## src/rtl/bcd_conv_if.sv

```systemverilog
// Request/result bundle between the reaction-time game requesters and the
// shared BCD converter arbiter.
interface bcd_conv_if;
    logic       req0;
    logic [7:0] bin0;
    logic       req1;
    logic [7:0] bin1;
    logic       ack0;
    logic       ack1;
    logic [3:0] tens;
    logic [3:0] ones;
    logic       ovf;
    logic       busy;

    modport master (
        output req0, bin0, req1, bin1,
        input  ack0, ack1, tens, ones, ovf, busy
    );

    modport slave (
        input  req0, bin0, req1, bin1,
        output ack0, ack1, tens, ones, ovf, busy
    );
endinterface

```

## src/rtl/bcd_conv_arbiter.sv

```systemverilog
// Round-robin arbiter sharing one 8-bit binary-to-BCD converter between the
// live reaction time (requester 0) and the best score (requester 1).
//
// state | meaning
// IDLE  | waiting for a request; grant and latch operand on the same edge
// CONV  | operand register drives converter; result registers load on exit
// DONE  | one-cycle ack to the granted requester
module bcd_conv_arbiter (
    input  logic       clk,
    input  logic       rst_n,
    bcd_conv_if.slave  bus
);
    typedef enum logic [1:0] {IDLE, CONV, DONE} state_t;

    state_t     state;
    state_t     state_nxt;
    logic       grant;
    logic       grant_sel;
    logic       gnt_id;
    logic       last_gnt;
    logic [7:0] operand;
    logic [7:0] bcd;
    logic [3:0] tens_nxt;
    logic [3:0] ones_nxt;
    logic       ovf_nxt;
    logic [3:0] tens_q;
    logic [3:0] ones_q;
    logic       ovf_q;

    // Shift-add-3 conversion; only the low two digits are needed because
    // anything above 99 is clamped downstream.
    function automatic logic [7:0] bin2bcd(input logic [7:0] bin);
        logic [19:0] sh;
        sh = {12'd0, bin};
        for (int i = 0; i < 8; i++) begin
            if (sh[11:8] >= 4'd5)
                sh[11:8] = sh[11:8] + 4'd3;
            if (sh[15:12] >= 4'd5)
                sh[15:12] = sh[15:12] + 4'd3;
            if (sh[19:16] >= 4'd5)
                sh[19:16] = sh[19:16] + 4'd3;
            sh = {sh[18:0], 1'b0};
        end
        return sh[15:8];
    endfunction

    always_ff @(posedge clk or negedge rst_n) begin
        if (!rst_n)
            state <= IDLE;
        else
            state <= state_nxt;
    end

    always_comb begin
        state_nxt = state;
        grant     = 1'b0;
        grant_sel = 1'b0;
        case (state)
            IDLE: begin
                if (bus.req0 || bus.req1) begin
                    grant     = 1'b1;
                    grant_sel = (bus.req0 && bus.req1) ? ~last_gnt : bus.req1;
                    state_nxt = CONV;
                end
            end
            CONV:    state_nxt = DONE;
            DONE:    state_nxt = IDLE;
            default: state_nxt = IDLE;
        endcase
    end

    always_comb begin
        bcd      = bin2bcd(operand);
        tens_nxt = bcd[7:4];
        ones_nxt = bcd[3:0];
        ovf_nxt  = 1'b0;
        if (operand > 8'd99) begin
            tens_nxt = 4'd9;
            ones_nxt = 4'd9;
            ovf_nxt  = 1'b1;
        end
    end

    // Pointer resets to 1 so requester 0 wins the first tie.
    always_ff @(posedge clk or negedge rst_n) begin
        if (!rst_n) begin
            operand  <= 8'd0;
            gnt_id   <= 1'b0;
            last_gnt <= 1'b1;
            tens_q   <= 4'd0;
            ones_q   <= 4'd0;
            ovf_q    <= 1'b0;
        end else begin
            if (grant) begin
                operand  <= grant_sel ? bus.bin1 : bus.bin0;
                gnt_id   <= grant_sel;
                last_gnt <= grant_sel;
            end
            if (state == CONV) begin
                tens_q <= tens_nxt;
                ones_q <= ones_nxt;
                ovf_q  <= ovf_nxt;
            end
        end
    end

    assign bus.ack0 = (state == DONE) && !gnt_id;
    assign bus.ack1 = (state == DONE) &&  gnt_id;
    assign bus.busy = (state != IDLE);
    assign bus.tens = tens_q;
    assign bus.ones = ones_q;
    assign bus.ovf  = ovf_q;
endmodule

```

## src/flat_wrapper.sv

```systemverilog
// flat-port wrapper written by rule: the top's interface ports become plain ports
module bcd_conv_arbiter_flat 
  (clk, rst_n, bus_req0, bus_bin0, bus_req1, bus_bin1, bus_ack0, bus_ack1, bus_tens, bus_ones, bus_ovf, bus_busy);
  bcd_conv_if bus_i ();
  input  logic clk;
  input  logic rst_n;
  input wire logic [$bits(bus_i.req0)-1:0] bus_req0;
  input wire logic [$bits(bus_i.bin0)-1:0] bus_bin0;
  input wire logic [$bits(bus_i.req1)-1:0] bus_req1;
  input wire logic [$bits(bus_i.bin1)-1:0] bus_bin1;
  output wire logic [$bits(bus_i.ack0)-1:0] bus_ack0;
  output wire logic [$bits(bus_i.ack1)-1:0] bus_ack1;
  output wire logic [$bits(bus_i.tens)-1:0] bus_tens;
  output wire logic [$bits(bus_i.ones)-1:0] bus_ones;
  output wire logic [$bits(bus_i.ovf)-1:0] bus_ovf;
  output wire logic [$bits(bus_i.busy)-1:0] bus_busy;
  assign bus_i.req0 = bus_req0;
  assign bus_i.bin0 = bus_bin0;
  assign bus_i.req1 = bus_req1;
  assign bus_i.bin1 = bus_bin1;
  assign bus_ack0 = bus_i.ack0;
  assign bus_ack1 = bus_i.ack1;
  assign bus_tens = bus_i.tens;
  assign bus_ones = bus_i.ones;
  assign bus_ovf = bus_i.ovf;
  assign bus_busy = bus_i.busy;
  bcd_conv_arbiter u_core (.clk(clk), .rst_n(rst_n), .bus(bus_i));
endmodule
```

## config.mk

```make
export PLATFORM = sky130hd
export DESIGN_NAME = bcd_conv_arbiter_flat
export DESIGN_NICKNAME = d
export VERILOG_FILES = /design/src/rtl/bcd_conv_if.sv /design/src/rtl/bcd_conv_arbiter.sv /design/src/flat_wrapper.sv
export SDC_FILE = /design/constraint.sdc
export NUM_CORES = 1
export LEC_CHECK = 0
export ABC_CLOCK_PERIOD_IN_PS = 4300
export CAP_MARGIN = 20
export CORE_MARGIN = 5
export CORE_UTILIZATION = 35
export DETAILED_ROUTE_END_ITERATION = 16
export PLACE_DENSITY = 0.61
export SLEW_MARGIN = 0
export SYNTH_ARGS = -nofsm -noshare
export SYNTH_HDL_FRONTEND = slang
export SYNTH_SLANG_ARGS = --single-unit
```

## constraint.sdc

```tcl
create_clock -name clk -period 4.3 [get_ports clk]
set_clock_uncertainty 0.05 [all_clocks]
set_input_delay 0.86 -clock clk [delete_from_list [all_inputs] [get_ports clk]]
set_output_delay 0.86 -clock clk [all_outputs]
set_load 0.1 [all_outputs]
```

# --- After elaboration in Yosys (flattened, before gate mapping) ---
# Index checks and enable logic that the tools add are counted.
# Widths: inputs -> output; s select.
classes:
  n_mux: 18
  magnitude_cmp: 8
  n_div: 0
  n_mul: 0
  reduce_logical: 7
  n_shift: 0
  addsub: 7
  n_eq_ne: 3
  n_bitwise: 1
op_table:
  columns: ["operator", "n"]
  rows:
  - ["$mux 4", 7]
  - ["$ge 4x3->1 const B", 5]
  - ["$add 4x2->4 const B", 4]
  - ["$gt 8x7->1 const B", 1]
  - ["$mux 8", 1]
  - ["$add 3x2->3 const B", 2]
  - ["$ge 3x3->1 const B", 2]
  - ["$mux 1", 6]
  - ["$mux 3", 2]
  - ["$add 3x2->4 const B", 1]
  - ["$pmux 2 s2", 1]
  - ["$logic_and 1x1->1", 3]
  - ["$eq 2x1->1 const B", 1]
  - ["$eq 2x2->1 const B", 1]
  - ["$logic_not 2->1", 1]
  - ["$mux 2", 1]
  - ["$ne 2x1->1 const B", 1]
  - ["$reduce_bool 2->1", 1]
  - ["$logic_not 1->1", 1]
  - ["$logic_or 1x1->1", 1]
  - ["$not 1->1", 1]
word_totals:
  input_bits: 20
  latch_bits: 0
  ram_bits: 0
  mem_count: 0
  out_inout_bits: 12
  regBits: 21
  romBits: 0
  word_cells: 51

# --- Longest topological paths before layout ---
depth:
  depth_word: 11
  mapped_depth: 23
  ltp_nobuf: 22

# --- Worst setup path after synthesis ---
# No wires, ideal clock.
synth_path:
  path_type: "flip-flop to flip-flop"
  from: "register u_core.operand[6]"
  to: "register u_core.tens_q[2], in the netlist u_core.bus.tens[2]"
  t_required_ps: 4128
  t_arrival_ps: 4328
  path_stages_with_launch: 23
  setup_slack_ps: -199
  setup_time_ps: 122
  period_less_slack_ps: 4499
  path_buffers: 1
  path_cell_list: "dfrtp_1 buf_6 inv_1 ha_1 o21ai_0 xnor2_1 ha_1 nand2b_1 a32oi_1 xnor2_1 inv_2 ha_1 nor2b_1 a211oi_1 nor2_1 a21oi_1 a21oi_1 xnor2_1 ha_1 nand2b_1 a2bb2oi_1 mux2i_1 a22o_1"
synth_between:
  elab_chain_len: 11
  word_cells_on_any_way: 20
  cone_classes: "add/sub (6); order compare (7); mux (7)"
synth_rtl:
  columns: ["element", "line_no", "source"]
  rows:
  - ["from (decl)", "bcd_conv_arbiter.sv:21", "logic [7:0] operand;"]
  - ["from (signal assigned)", "bcd_conv_arbiter.sv:95", "operand <= grant_sel ? bus.bin1 : bus.bin0;"]
  - ["$add 3x2->4 / $ge 3x3->1 (equally long branches)", "bcd_conv_arbiter.sv:37, bcd_conv_arbiter.sv:36", null]
  - ["$mux 4", "bcd_conv_arbiter.sv:36", "if (sh[11:8] >= 4'd5)"]
  - ["$add 4x2->4 / $ge 4x3->1 (equally long branches)", "bcd_conv_arbiter.sv:37, bcd_conv_arbiter.sv:36", null]
  - ["$mux 4", "bcd_conv_arbiter.sv:36", null]
  - ["$ge 4x3->1 / $add 4x2->4 (equally long branches)", "bcd_conv_arbiter.sv:36, bcd_conv_arbiter.sv:37", null]
  - ["$mux 4", "bcd_conv_arbiter.sv:36", null]
  - ["$add 4x2->4 (tied with other cells)", "bcd_conv_arbiter.sv:37", "sh[11:8] = sh[11:8] + 4'd3;"]
  - ["$mux 4 / $mux 3 (equally long branches)", "bcd_conv_arbiter.sv:36, bcd_conv_arbiter.sv:38", null]
  - ["$ge 4x3->1 / $add 3x2->3 (equally long branches)", "bcd_conv_arbiter.sv:38, bcd_conv_arbiter.sv:39", null]
  - ["$mux 3", "bcd_conv_arbiter.sv:38", "if (sh[15:12] >= 4'd5)"]
  - ["$mux 4 *", "bcd_conv_arbiter.sv:77", "if (operand > 8'd99) begin"]
  - ["to (signal assigned)", "bcd_conv_arbiter.sv:100", "tens_q <= tens_nxt;"]
  - ["to (decl)", "bcd_conv_arbiter.sv:26", "logic [3:0] tens_q;"]
# Mark *: on every way between the ends. The rest lies on a longest branch, timed or not.
# A chain may end at the register's enable or synchronous reset.

# --- Final worst setup path ---
layout_path:
  from: "register u_core.operand[5]"
  to: "register u_core.tens_q[2], in the netlist u_core.bus.tens[2]"
layout_between:
  elab_chain_len: 11
  word_cells_on_any_way: 20
  cone_classes: "add/sub (6); order compare (7); mux (7)"
layout_rtl:
  columns: ["element", "line_no"]
  rows:
  - ["$add 3x2->4 / $ge 3x3->1 (equally long branches)", "bcd_conv_arbiter.sv:37, bcd_conv_arbiter.sv:36"]
  - ["$mux 4", "bcd_conv_arbiter.sv:36"]
  - ["$add 4x2->4 / $ge 4x3->1 (equally long branches)", "bcd_conv_arbiter.sv:37, bcd_conv_arbiter.sv:36"]
  - ["$mux 4", "bcd_conv_arbiter.sv:36"]
  - ["$add 4x2->4 / $ge 4x3->1 (equally long branches)", "bcd_conv_arbiter.sv:37, bcd_conv_arbiter.sv:36"]
  - ["$mux 4", "bcd_conv_arbiter.sv:36"]
  - ["$add 4x2->4 (tied with other cells)", "bcd_conv_arbiter.sv:37"]
  - ["$mux 4 / $mux 3 (equally long branches)", "bcd_conv_arbiter.sv:36, bcd_conv_arbiter.sv:38"]
  - ["$ge 4x3->1 / $add 3x2->3 (equally long branches)", "bcd_conv_arbiter.sv:38, bcd_conv_arbiter.sv:39"]
  - ["$mux 3", "bcd_conv_arbiter.sv:38"]
  - ["$mux 4 *", "bcd_conv_arbiter.sv:77"]
# Marked as above.

==> key figures <==
Run status
  – Outcome: finished clean

Yosys
  – Yosys top cell area share: 29.28%
  – Sequential area share after synthesis: 30.82%
  – Net Count, Synth: 227
  – Synth unique cells: 63
  – Simple-Gate Fraction of Synth Area: 18.89%
  – Asr flop ratio synth: 100.0%
  – Ranking of synthesized cells by area: dfrtp_1, ha_1, o21ai_0
  – Synthesized cell area: 0.001709 mm²
  – Post-synthesis xor/xnor area fraction: 3.587%
  – Synthesized instance count: 197
  – Compound-Gate Fraction of Synth Area: 31.48%
  – Post-synth EDFFs: 0
  – Ys flop type: dfrtp_1
  – Yosys reg bits: 21
  – Largest family of logic cells by synthesized area: compound AO/OA/AOI/OAI gates
  – Adder-cell share of the synthesized area: 7.321%
  – YS warnings: 0
  – Yosys top cell by area: dfrtp_1
  – Mux share of post-synthesis cell area: 2.635%
  – Syn_area_per_cell: 8.676 µm²

Clock tree
  – Total CTS buffers: 3
  – H-tree levels: 1
  – Clk root buf: clkbuf_8
  – TritonCTS Sinks: 21
  – CTS tree: done
  – Hold buffers post-CTS: 0
  – Clock latency on the worst-skew pair: 0.26 ns
  – Max Buffers Root-to-Sink: 2
  – Clock transition at the registers of the reported paths: 0.08 ns

Hold path
  – Hold path start: u_core.gnt_id$_DFFE_PN0P_
  – Worst min-delay path class: reg2reg
  – Worst Hold Depth: 1
  – Hold path endpoint: u_core.gnt_id$_DFFE_PN0P_

STA
  – Final TNS setup: 0 ns
  – Final Hold Vio Count: 0
  – Tcrit/Tclk final: 92.32%
  – Max Freq: 0.2519 GHz
  – Slew headroom: 34.46%
  – Max-slew violation count: 0
  – Slew @ Worst Pin: 0.9801 ns
  – Tmin final: 3.970 ns
  – RSZ-0062 raised after global routing: false
  – Final setup vio count: 0

Layout
  – Footprint of the multi-input gates: 0.001184 mm²
  – Layout cell share with drive strength beyond 1: 20.34%
  – Fillers: 449
  – Reg area: 526.8 µm²
  – Most common cell after layout, fill and taps aside: clkdlybuf4s50_1
  – Commonest cells after routing, fill and taps aside: clkdlybuf4s50_1, dfrtp_1, o21ai_0
  – Synthesis-to-finish area growth: 33.67%
  – Net count, final: 267
  – Antenna Cells: 0

Global route
  – GRT Total Usage: 14.62%
  – Vias in the first global route: 1,644
  – Initial antenna violation count: 0
  – First-pass GRT wire length: 7562 µm
  – Largest net degree at the start of global routing: 22
  – Grt ovf: 0

Worst setup path
  – Reg-to-Reg End: u_core.bus.tens[2]$_DFFE_PN0N_
  – Setup CP Type: reg2reg
  – Reg2reg setup slack: 0.33 ns
  – Max stage delay on crit path: 0.40 ns
  – Arrival time worst endpoint: 4.07 ns
  – Crit-path cells: buf_4, clkinvlp_4, ha_1, o21bai_2, mux2i_2, a21oi_2, or2_2, o21ai_0, mux2_2, ha_1, inv_1, a21oi_1, xnor2_2, ha_2, nand2b_1, a2bb2oi_2, mux2i_1, a22o_1
  – CP Launch Type: flop
  – Cell family with most CP delay: compound AO/OA/AOI/OAI gates
  – R2R Path Start: u_core.operand[5]$_DFFE_PN0P_
  – Slowest CP cell: mux2_2
  – Worst-path fanout max: 6
  – Worst path bufs/invs: 3
  – Path depth of the worst reg2reg path: 18
  – Most used cell, CP: ha_1
  – Crit. End Element: flop
  – Worst EP required: 4.40 ns

Drt
  – WL final: 4405 µm
  – Antenna viol nets, final: 0
  – DRT iter0 DRCs: 90
  – Drt wl/cell: 14.54 µm
  – Vias post-DR: 1,615
  – DRC: 0
  – Detailed-router iteration count before antenna repair: 5
  – DR vias/cell: 5.330

Floorplanning
  – Die height: 79.88 µm
  – # IOs: 32
  – Initial Utilization: 36.19%
  – Die ar.: 0.006381 mm²
  – Chip width: 79.88 µm
  – Core Area: 0.004723 mm²
  – FP Rows: 25

Placement
  – I/O Buffers: 31
  – Post-DP HPWL: 3324 µm
  – Placer Congestion: 0.9384

Job
  – MaxCap Viol Count: 0
[metal layers]
metal | track usage (%) | wire length (µm) | vias to the layer above
li1 | - | - | 815
met1 | 20.01 | 2138 | 764
met2 | 24.92 | 2138 | 31
met3 | 1.354 | 91 | 5
met4 | 3.041 | 36 | 0
met5 | 0 | 0 | -
[cells in the mapped netlist, types with 2 or more instances]
master,number
a21o_1,3
a21oi_1,16
a311oi_1,2
a31oi_2,2
and3b_1,2
clkbuf_1,4
dfrtp_1,20
ha_1,10
inv_1,14
mux2i_1,2
nand2_1,13
nand2b_1,5
nand4_1,2
nor2_1,14
nor2b_1,3
nor3b_1,2
nor4b_1,2
o211ai_1,2
o21ai_0,17
o21ai_1,3
o221ai_1,7
o22a_1,2
o22ai_1,2
o311a_1,2
or2_2,2
or3_1,2
xnor2_1,6
[worst max-delay path by stage]
stage | from | endpoint | slack (ns) | cells past startpoint
2_1_floorplan | u_core.operand[6]$_DFFE_PN0P_ | u_core.bus.tens[2]$_DFFE_PN0N_ | 0.03 | 22
3_3_place_gp | u_core.operand[5]$_DFFE_PN0P_ | u_core.bus.tens[2]$_DFFE_PN0N_ | 0.11 | 21
3_5_place_dp | u_core.operand[5]$_DFFE_PN0P_ | u_core.bus.tens[2]$_DFFE_PN0N_ | -0.04 | 21
4_1_cts | u_core.operand[5]$_DFFE_PN0P_ | u_core.bus.tens[2]$_DFFE_PN0N_ | 0.07 | 21
5_1_grt | u_core.operand[6]$_DFFE_PN0P_ | u_core.bus.tens[2]$_DFFE_PN0N_ | 0.04 | 22
6_report | u_core.operand[5]$_DFFE_PN0P_ | u_core.bus.tens[2]$_DFFE_PN0N_ | 0.33 | 18
[cells by family after synthesis]
family	Yosys count
AOI/OAI and AO/OA	76
and+or+nand+nor	58
buffers and inverters	21
DFF	21
adders and majority gates	10
xor gates and xnor gates	7
muxes	4
[worst reg2reg max path, delay by kind of cell, from the launching register on]
family	cells	cell delay [ns]
AO/OA/AOI/OAI	6	0.98
multiplexers	3	0.75
adder cells (fa/ha/maj)	3	0.68
AND/OR/NAND/NOR	2	0.41
buffers and inverters	3	0.37
flip-flops	1	0.36
XOR/XNOR	1	0.27
[flip-flops by register name, summed over array words and instances (netlist names)]
register         cells
u_core.gnt_id        1
u_core.bus.ovf       1
u_core.last_gnt      1
u_core.state         2
u_core.operand       8
u_core.bus.tens      4
u_core.bus.ones      4
[stage by stage]
stage	std cells	hold WS, ns	cell area [µm²]	setup WS [ns]	utilization, %
final	303	0.4549	2285	0.3303	48.37
after global routing	303	0.4780	2285	0.04002	48.37
after CTS	301	0.4573	2216	0.07057	46.91
after detailed placement	297	0.4405	2158	-0.03503	45.70
after global placement	297	0.4255	2158	0.1063	45.70
after floorplan	197	0.4007	1738	0.03414	-
[area by class of cell]
class	instances	share of cell area [%]
Inverter	15	2.629
Timing Repair Buffer	41	16.87
Sequential cell	21	23.06
Clock buffer	4	1.972
Tap cell	67	3.669
Multi-Input combinational cell	155	51.81
[what timing repair did]
item                                    CTS  global route
gates resized for setup                   2            13
pin swaps                                 0             5
endpoints found under the setup margin    2             5
buffers inserted                          0             2
hold endpoints to repair                  0             0
Power is not shown: default switching activity piles up to over one toggle a cycle in this logic, so the estimate is an artifact.
